File: src/rtl/multi_cycle_ctrl.sv
// multi_cycle_ctrl: control FSM for a multi-cycle MIPS-style datapath.
//
// Instructions pass through IDLE -> FETCH -> DECODE -> EXEC -> (MEM) -> (WB). The opcode is
// latched in DECODE, and the outputs are combinational decodes of the state and that latched
// opcode.
//
// Optional feature: define MULTI_CYCLE_PERF_CNT_EN to build the cycle and retired-instruction
// counters. When it is undefined, no counter flops exist and both counters read 0.
//
// Ports
//   clk_i, rst_i       clock; asynchronous active-high reset
//   run_i              level; keep issuing instructions while high
//   opcode_i           instruction[31:26], sampled in DECODE
//   zero_i             ALU zero flag, sampled in EXEC (beq)
//   mem_ready_i        memory handshake completion (FETCH/MEM only)
//   pc_write_o, ir_write_o, reg_write_o   register-update strobes
//   pc_src_o           1 = PC loads the branch target
//   reg_dst_o, alu_src_o, mem_to_reg_o    datapath mux selects
//   alu_op_o           ALU-control operation class
//   mem_req_o, mem_we_o                   memory request, write enable
//   busy_o, err_o      not-IDLE indicator; sticky illegal-opcode flag
//   state_o            current state encoding
//   retired_o, cycles_o                   performance counters (CNT_W bits)
module multi_cycle_ctrl #(
  parameter int unsigned CNT_W = 32
) (
  input  logic             clk_i,
  input  logic             rst_i,
  input  logic             run_i,
  input  logic [5:0]       opcode_i,
  input  logic             zero_i,
  input  logic             mem_ready_i,
  output logic             pc_write_o,
  output logic             ir_write_o,
  output logic             reg_write_o,
  output logic             pc_src_o,
  output logic             reg_dst_o,
  output logic             alu_src_o,
  output logic             mem_to_reg_o,
  output logic [2:0]       alu_op_o,
  output logic             mem_req_o,
  output logic             mem_we_o,
  output logic             busy_o,
  output logic             err_o,
  output logic [2:0]       state_o,
  output logic [CNT_W-1:0] retired_o,
  output logic [CNT_W-1:0] cycles_o
);

  typedef enum logic [2:0] {
    StIdle   = 3'd0,
    StFetch  = 3'd1,
    StDecode = 3'd2,
    StExec   = 3'd3,
    StMem    = 3'd4,
    StWb     = 3'd5
  } state_e;

  localparam logic [5:0] OpR    = 6'b000000;
  localparam logic [5:0] OpAddi = 6'b001000;
  localparam logic [5:0] OpLui  = 6'b001111;
  localparam logic [5:0] OpLw   = 6'b100011;
  localparam logic [5:0] OpSw   = 6'b101011;
  localparam logic [5:0] OpBeq  = 6'b000100;

  state_e     state_q;
  logic [5:0] op_q;
  logic       err_q;
  logic       op_legal;

  always_comb begin
    op_legal = 1'b0;
    case (opcode_i)
      OpR, OpAddi, OpLui, OpLw, OpSw, OpBeq: op_legal = 1'b1;
      default:                               op_legal = 1'b0;
    endcase
  end

  always_ff @(posedge clk_i or posedge rst_i) begin
    if (rst_i) begin
      state_q <= StIdle;
      op_q    <= 6'd0;
      err_q   <= 1'b0;
    end else begin
      case (state_q)
        StIdle: begin
          if (run_i) begin
            state_q <= StFetch;
            err_q   <= 1'b0;
          end
        end
        StFetch: begin
          if (mem_ready_i) state_q <= StDecode;
        end
        StDecode: begin
          op_q <= opcode_i;
          if (op_legal) begin
            state_q <= StExec;
          end else begin
            state_q <= StIdle;
            err_q   <= 1'b1;
          end
        end
        StExec: begin
          case (op_q)
            OpBeq:      state_q <= run_i ? StFetch : StIdle;
            OpLw, OpSw: state_q <= StMem;
            default:    state_q <= StWb;
          endcase
        end
        StMem: begin
          if (mem_ready_i) begin
            if (op_q == OpSw) state_q <= run_i ? StFetch : StIdle;
            else              state_q <= StWb;
          end
        end
        StWb:    state_q <= run_i ? StFetch : StIdle;
        // Unused encodings recover to IDLE.
        default: state_q <= StIdle;
      endcase
    end
  end

  always_comb begin
    pc_write_o   = 1'b0;
    ir_write_o   = 1'b0;
    reg_write_o  = 1'b0;
    pc_src_o     = 1'b0;
    reg_dst_o    = 1'b0;
    alu_src_o    = 1'b0;
    mem_to_reg_o = 1'b0;
    alu_op_o     = 3'b000;
    mem_req_o    = 1'b0;
    mem_we_o     = 1'b0;
    case (state_q)
      StFetch: begin
        mem_req_o  = 1'b1;
        ir_write_o = mem_ready_i;
        pc_write_o = mem_ready_i;
      end
      StExec: begin
        case (op_q)
          OpR:   alu_op_o = 3'b010;
          OpBeq: alu_op_o = 3'b001;
          OpLui: alu_op_o = 3'b100;
          default: alu_op_o = 3'b000;
        endcase
        alu_src_o = (op_q == OpAddi) || (op_q == OpLui) || (op_q == OpLw) || (op_q == OpSw);
        if (op_q == OpBeq && zero_i) begin
          pc_write_o = 1'b1;
          pc_src_o   = 1'b1;
        end
      end
      StMem: begin
        mem_req_o = 1'b1;
        mem_we_o  = (op_q == OpSw);
      end
      StWb: begin
        reg_write_o  = 1'b1;
        reg_dst_o    = (op_q == OpR);
        mem_to_reg_o = (op_q == OpLw);
      end
      default: ;
    endcase
  end

  assign busy_o  = (state_q != StIdle);
  assign err_o   = err_q;
  assign state_o = state_q;

`ifdef MULTI_CYCLE_PERF_CNT_EN
  logic [CNT_W-1:0] cycles_q;
  logic [CNT_W-1:0] retired_q;
  logic             retire;

  // Edges that complete an instruction: WB exit, sw MEM exit, beq EXEC exit.
  assign retire = (state_q == StWb) ||
                  (state_q == StMem && mem_ready_i && op_q == OpSw) ||
                  (state_q == StExec && op_q == OpBeq);

  always_ff @(posedge clk_i or posedge rst_i) begin
    if (rst_i) begin
      cycles_q  <= '0;
      retired_q <= '0;
    end else begin
      if (busy_o) cycles_q  <= cycles_q + CNT_W'(1);
      if (retire) retired_q <= retired_q + CNT_W'(1);
    end
  end

  assign cycles_o  = cycles_q;
  assign retired_o = retired_q;
`else
  assign cycles_o  = '0;
  assign retired_o = '0;
`endif

endmodule

File: config.mk
export PLATFORM = sky130hd
export DESIGN_NAME = multi_cycle_ctrl
export DESIGN_NICKNAME = d
export VERILOG_FILES = /design/src/rtl/multi_cycle_ctrl.sv
export SDC_FILE = /design/constraint.sdc
export NUM_CORES = 1
export LEC_CHECK = 0
export CORE_ASPECT_RATIO = 0.8
export CORE_UTILIZATION = 33
export DETAILED_ROUTE_END_ITERATION = 12
export GPL_ROUTABILITY_DRIVEN = 0
export GPL_TIMING_DRIVEN = 0
export PLACE_DENSITY = 0.78
export SYNTH_ARGS = -nofsm -noshare
export SYNTH_HDL_FRONTEND = slang
export SYNTH_SLANG_ARGS = --single-unit
File: constraint.sdc
create_clock -name clk_i -period 1.7 [get_ports clk_i]
set_input_delay 0.51 -clock clk_i [delete_from_list [all_inputs] [get_ports clk_i]]
set_output_delay 0.51 -clock clk_i [all_outputs]
set_load 0.05 [all_outputs]
==> metrics list <==
* Wire length of the first global-routing pass: 3815 um
* Number of antenna violations at the first check in global routing: 0
- Global routing finished with a remaining overflow of 0.
- The synthesized netlist devotes 0.7625% of its cell area to XOR and XNOR gates.
- The wire-length estimate of the detail-placed layout is 1965 um.
- Global routing used 13.85% of the available tracks.
- The synthesized netlist devotes 0% of its cell area to adder and majority cells.
* Top library cells by usage in the layout, fill and taps aside: buf_4, conb_1, nand2_1
- End of the critical path: alu_src_o
- Number of fillers in the final layout: 256
* Final total negative setup slack: -2.474 ns
- The count of cells in the finished layout, fillers not included, comes to 299.
* Combined area of the multi-input logic cells: 793.3 um^2
- Average wire length per cell after detail routing: 9.301 um
- Summing every instance area after synthesis gives 1149 um^2.
* Die extent in y: 54.77 um
- Reg-to-reg critical path endpoint: state_o[0]
* Share of cell area taken by muxes after synthesis: 0.8715%
- Clock tree synthesis found a total of 10 sinks.
* Static leakage: 0.001170 uW
* Synth warn: 0
* Start point of the critical path: op_q[2]
- Area share of and/or/nand/nor cells after synthesis: 21.90%
- Residual DRC: 0
- Total power per unit cell area: 1419 nW/um^2
* Number of nets in the final layout: 271
* Internal reg-to-reg setup slack: 0.24 ns
- Synthesized-area fraction occupied by ao, oa, aoi and oai cells: 10.46%
- Area occupied by registers: 261.5 um^2
- Detailed routing inserted a total of 1098 vias.
- In this run the number of H-tree levels came out at 1.
- Max rail drop VDD: 717.4 uV
- End-of-flow core utilization: 67.02%
* Worst EP arrival: 1.54 ns
- The die covers 3722 um^2.
* Max Buffers Root-to-Sink: 2
- Number of buffers created by CTS: 3
- Placed cell count: 277
- Each instance of the synthesized netlist takes up on average 7.814 um^2.
- Post-detailed-routing wire length: 2781 um
* Floorplan Core Area: 3198 um^2
- The startpoint identified for the worst register-to-register timing path is state_o[0].
* Via count of the first global-routing pass: 857
* Die Width: 67.96 um
- Number of cells produced by synthesis: 147
- The later pin in the worst-skew pair is clocked with a latency of 0.23 ns.
- Via density per instance: 3.672
- In the synthesized netlist the async set-or-reset flop fraction comes to 100.0%.
- After layout, the worst setup slack is -0.3490 ns.
* Hold/Removal Path Class: register to register
- Number of routed nets with antenna violations: 0
* Maximum clock skew at final layout: 0.003089 ns
- The worst path in the final design needs a cycle of 2.049 ns, including I/O delays and setup.
- Flip-flop cell with the highest count after synthesis: dfrtp_1
- Unrepaired setup endpoints after global routing: yes
- Share of synthesized area occupied by flip-flops and latches: 21.79%
- The worst setup path is of the register to primary output kind.
* CTS tree: done
* Length of the first detailed-routing pass in iterations: 4
- After detailed placement, the total cell area comes to 1809 um^2.
- The flow ran to the end, but the final reports show violations.
* Period utilisation layout: 120.5%
- Share of final-layout standard cells stronger than drive strength 1: 52.51%
* Area growth from synthesis to layout: 86.60%
- Largest net degree at the start of global routing: 11
- After clock tree synthesis, the clock-pin slew on the worst setup and hold paths is 0.04 ns.
- Category of the worst setup path capture point: primary output
- Setup slack at placement: -0.9931 ns
* Detailed router's first-iteration violation count: 38
* Buffer type at the clock tree root: clkbuf_8
- For the worst setup path, the data required time is 1.19 ns.
- Non-Filler Cell Area, Final: 2143 um^2
- Max Slew Vio Count: 0
- The worst setup path is launched from a register.
- In this run the tool buffered the top-level ports with 27 buffer cells.
- Setup violations remaining at the end of the flow were counted as 13.
* CP max FO: 6
- Worst-case reg-to-reg path depth: 6
* Standard-cell row count: 18
- Static timing analysis puts the maximum clock frequency at 488.1 MHz.
- After synthesis, the largest family of logic cells by area is buffers and inverters.
- The library cell used most frequently in the layout, excluding fill and tap cells, is buf_4.
- Number of max-cap violations: 0
- Yosys reg bits: 10
* Number of synthesized flops with an enable pin: 0
* Number of failing hold endpoints at the final stage: 0
* Failing checks: setup timing
- Effective utilization at floorplan: 35.92%
- The number of antenna diodes in the final layout is 0.
- After synthesis, the netlist uses 40 different library cells.
- I/O pin count: 92
[kinds of logic after synthesis]
family          count (synthesis)
buf+inv                        70
other cells                     1
flops                          10
mux                             1
simple gates                   49
xor+xnor                        1
compound gates                 15
[stage by stage]
step | power, uW | hold WS (ns)
floorplan | 1859 | 0.3500
global placement | 2198 | 0.5410
detailed placement | 2215 | 0.5384
CTS | 2810 | 0.5588
global route | 3211 | 0.5633
finish | 3042 | 0.5523
[registers in the layout, indices dropped and copies added (netlist names)]
signal / cells
err_o: 1
op_q: 6
state_o: 3
[synth_stat cells, types with 2 or more instances]
library cell  instances  area, um^2
buf_4                64       480.5
nand2_1              20       75.07
dfrtp_1              10       250.2
nor2_1                7       26.28
inv_1                 4       15.01
and2_1                3       18.77
nand3_1               3       15.01
nand2b_1              2       12.51
nand3b_1              2       15.01
nor4_1                2       12.51
[layer usage]
metal	wire length [um]	track usage, %	part of all wire (%)	vias up
li1	-	-	-	587
met1	1132	17.71	41	462
met2	1394	22.88	50	49
met3	255	2.917	9.2	0
met4	0	5.208	0	0
met5	0	0	0	-
[how the worst min path moves through the flow]
stage	startpoint	endpoint	slack [ns]	cells past startpoint
6_report	op_q[2]	op_q[2]	0.55	2
5_1_grt	op_q[2]	op_q[2]	0.56	2
4_1_cts	rst_i	err_o	0.56	2
3_5_place_dp	op_q[5]	op_q[5]	0.54	2
3_3_place_gp	op_q[5]	op_q[5]	0.54	2
2_1_floorplan	rst_i	err_o	0.35	1
[critical path: stages, from the launching register on]
cell and delay [ns]:
dfrtp_2 0.43, or3_4 0.41, a21oi_4 0.16, o211a_4 0.17, buf_8 0.14
[cell type report]
class / count / area share (%)
Inverter: 4 / 0.7005
Buffer: 66 / 23.82
Multi-Input combinational cell: 130 / 37.01
Timing Repair Buffer: 45 / 21.37
Sequential cell: 10 / 12.20
Clock buffer: 4 / 2.569
Tap cell: 40 / 2.335
[report_power, final]
group | switching (uW) | total, uW | internal (uW)
clock | 85.8 | 289 | 203
combinational | 1300 | 2200 | 905
sequential | 180 | 552 | 372
[what timing repair did]
| action | in CTS | in global routing |
|---|---|---|
| setup buffers | 13 | 5 |
| pin swaps | 6 | 10 |
| endpoints found under the setup margin | 17 | 17 |
| gates cloned | 0 | 0 |
| hold buffers | 0 | 0 |
| endpoints found under the hold margin | 0 | 0 |
| gates resized for setup | 113 | 22 |
No activity file was read; power rests on OpenSTA's default activity.
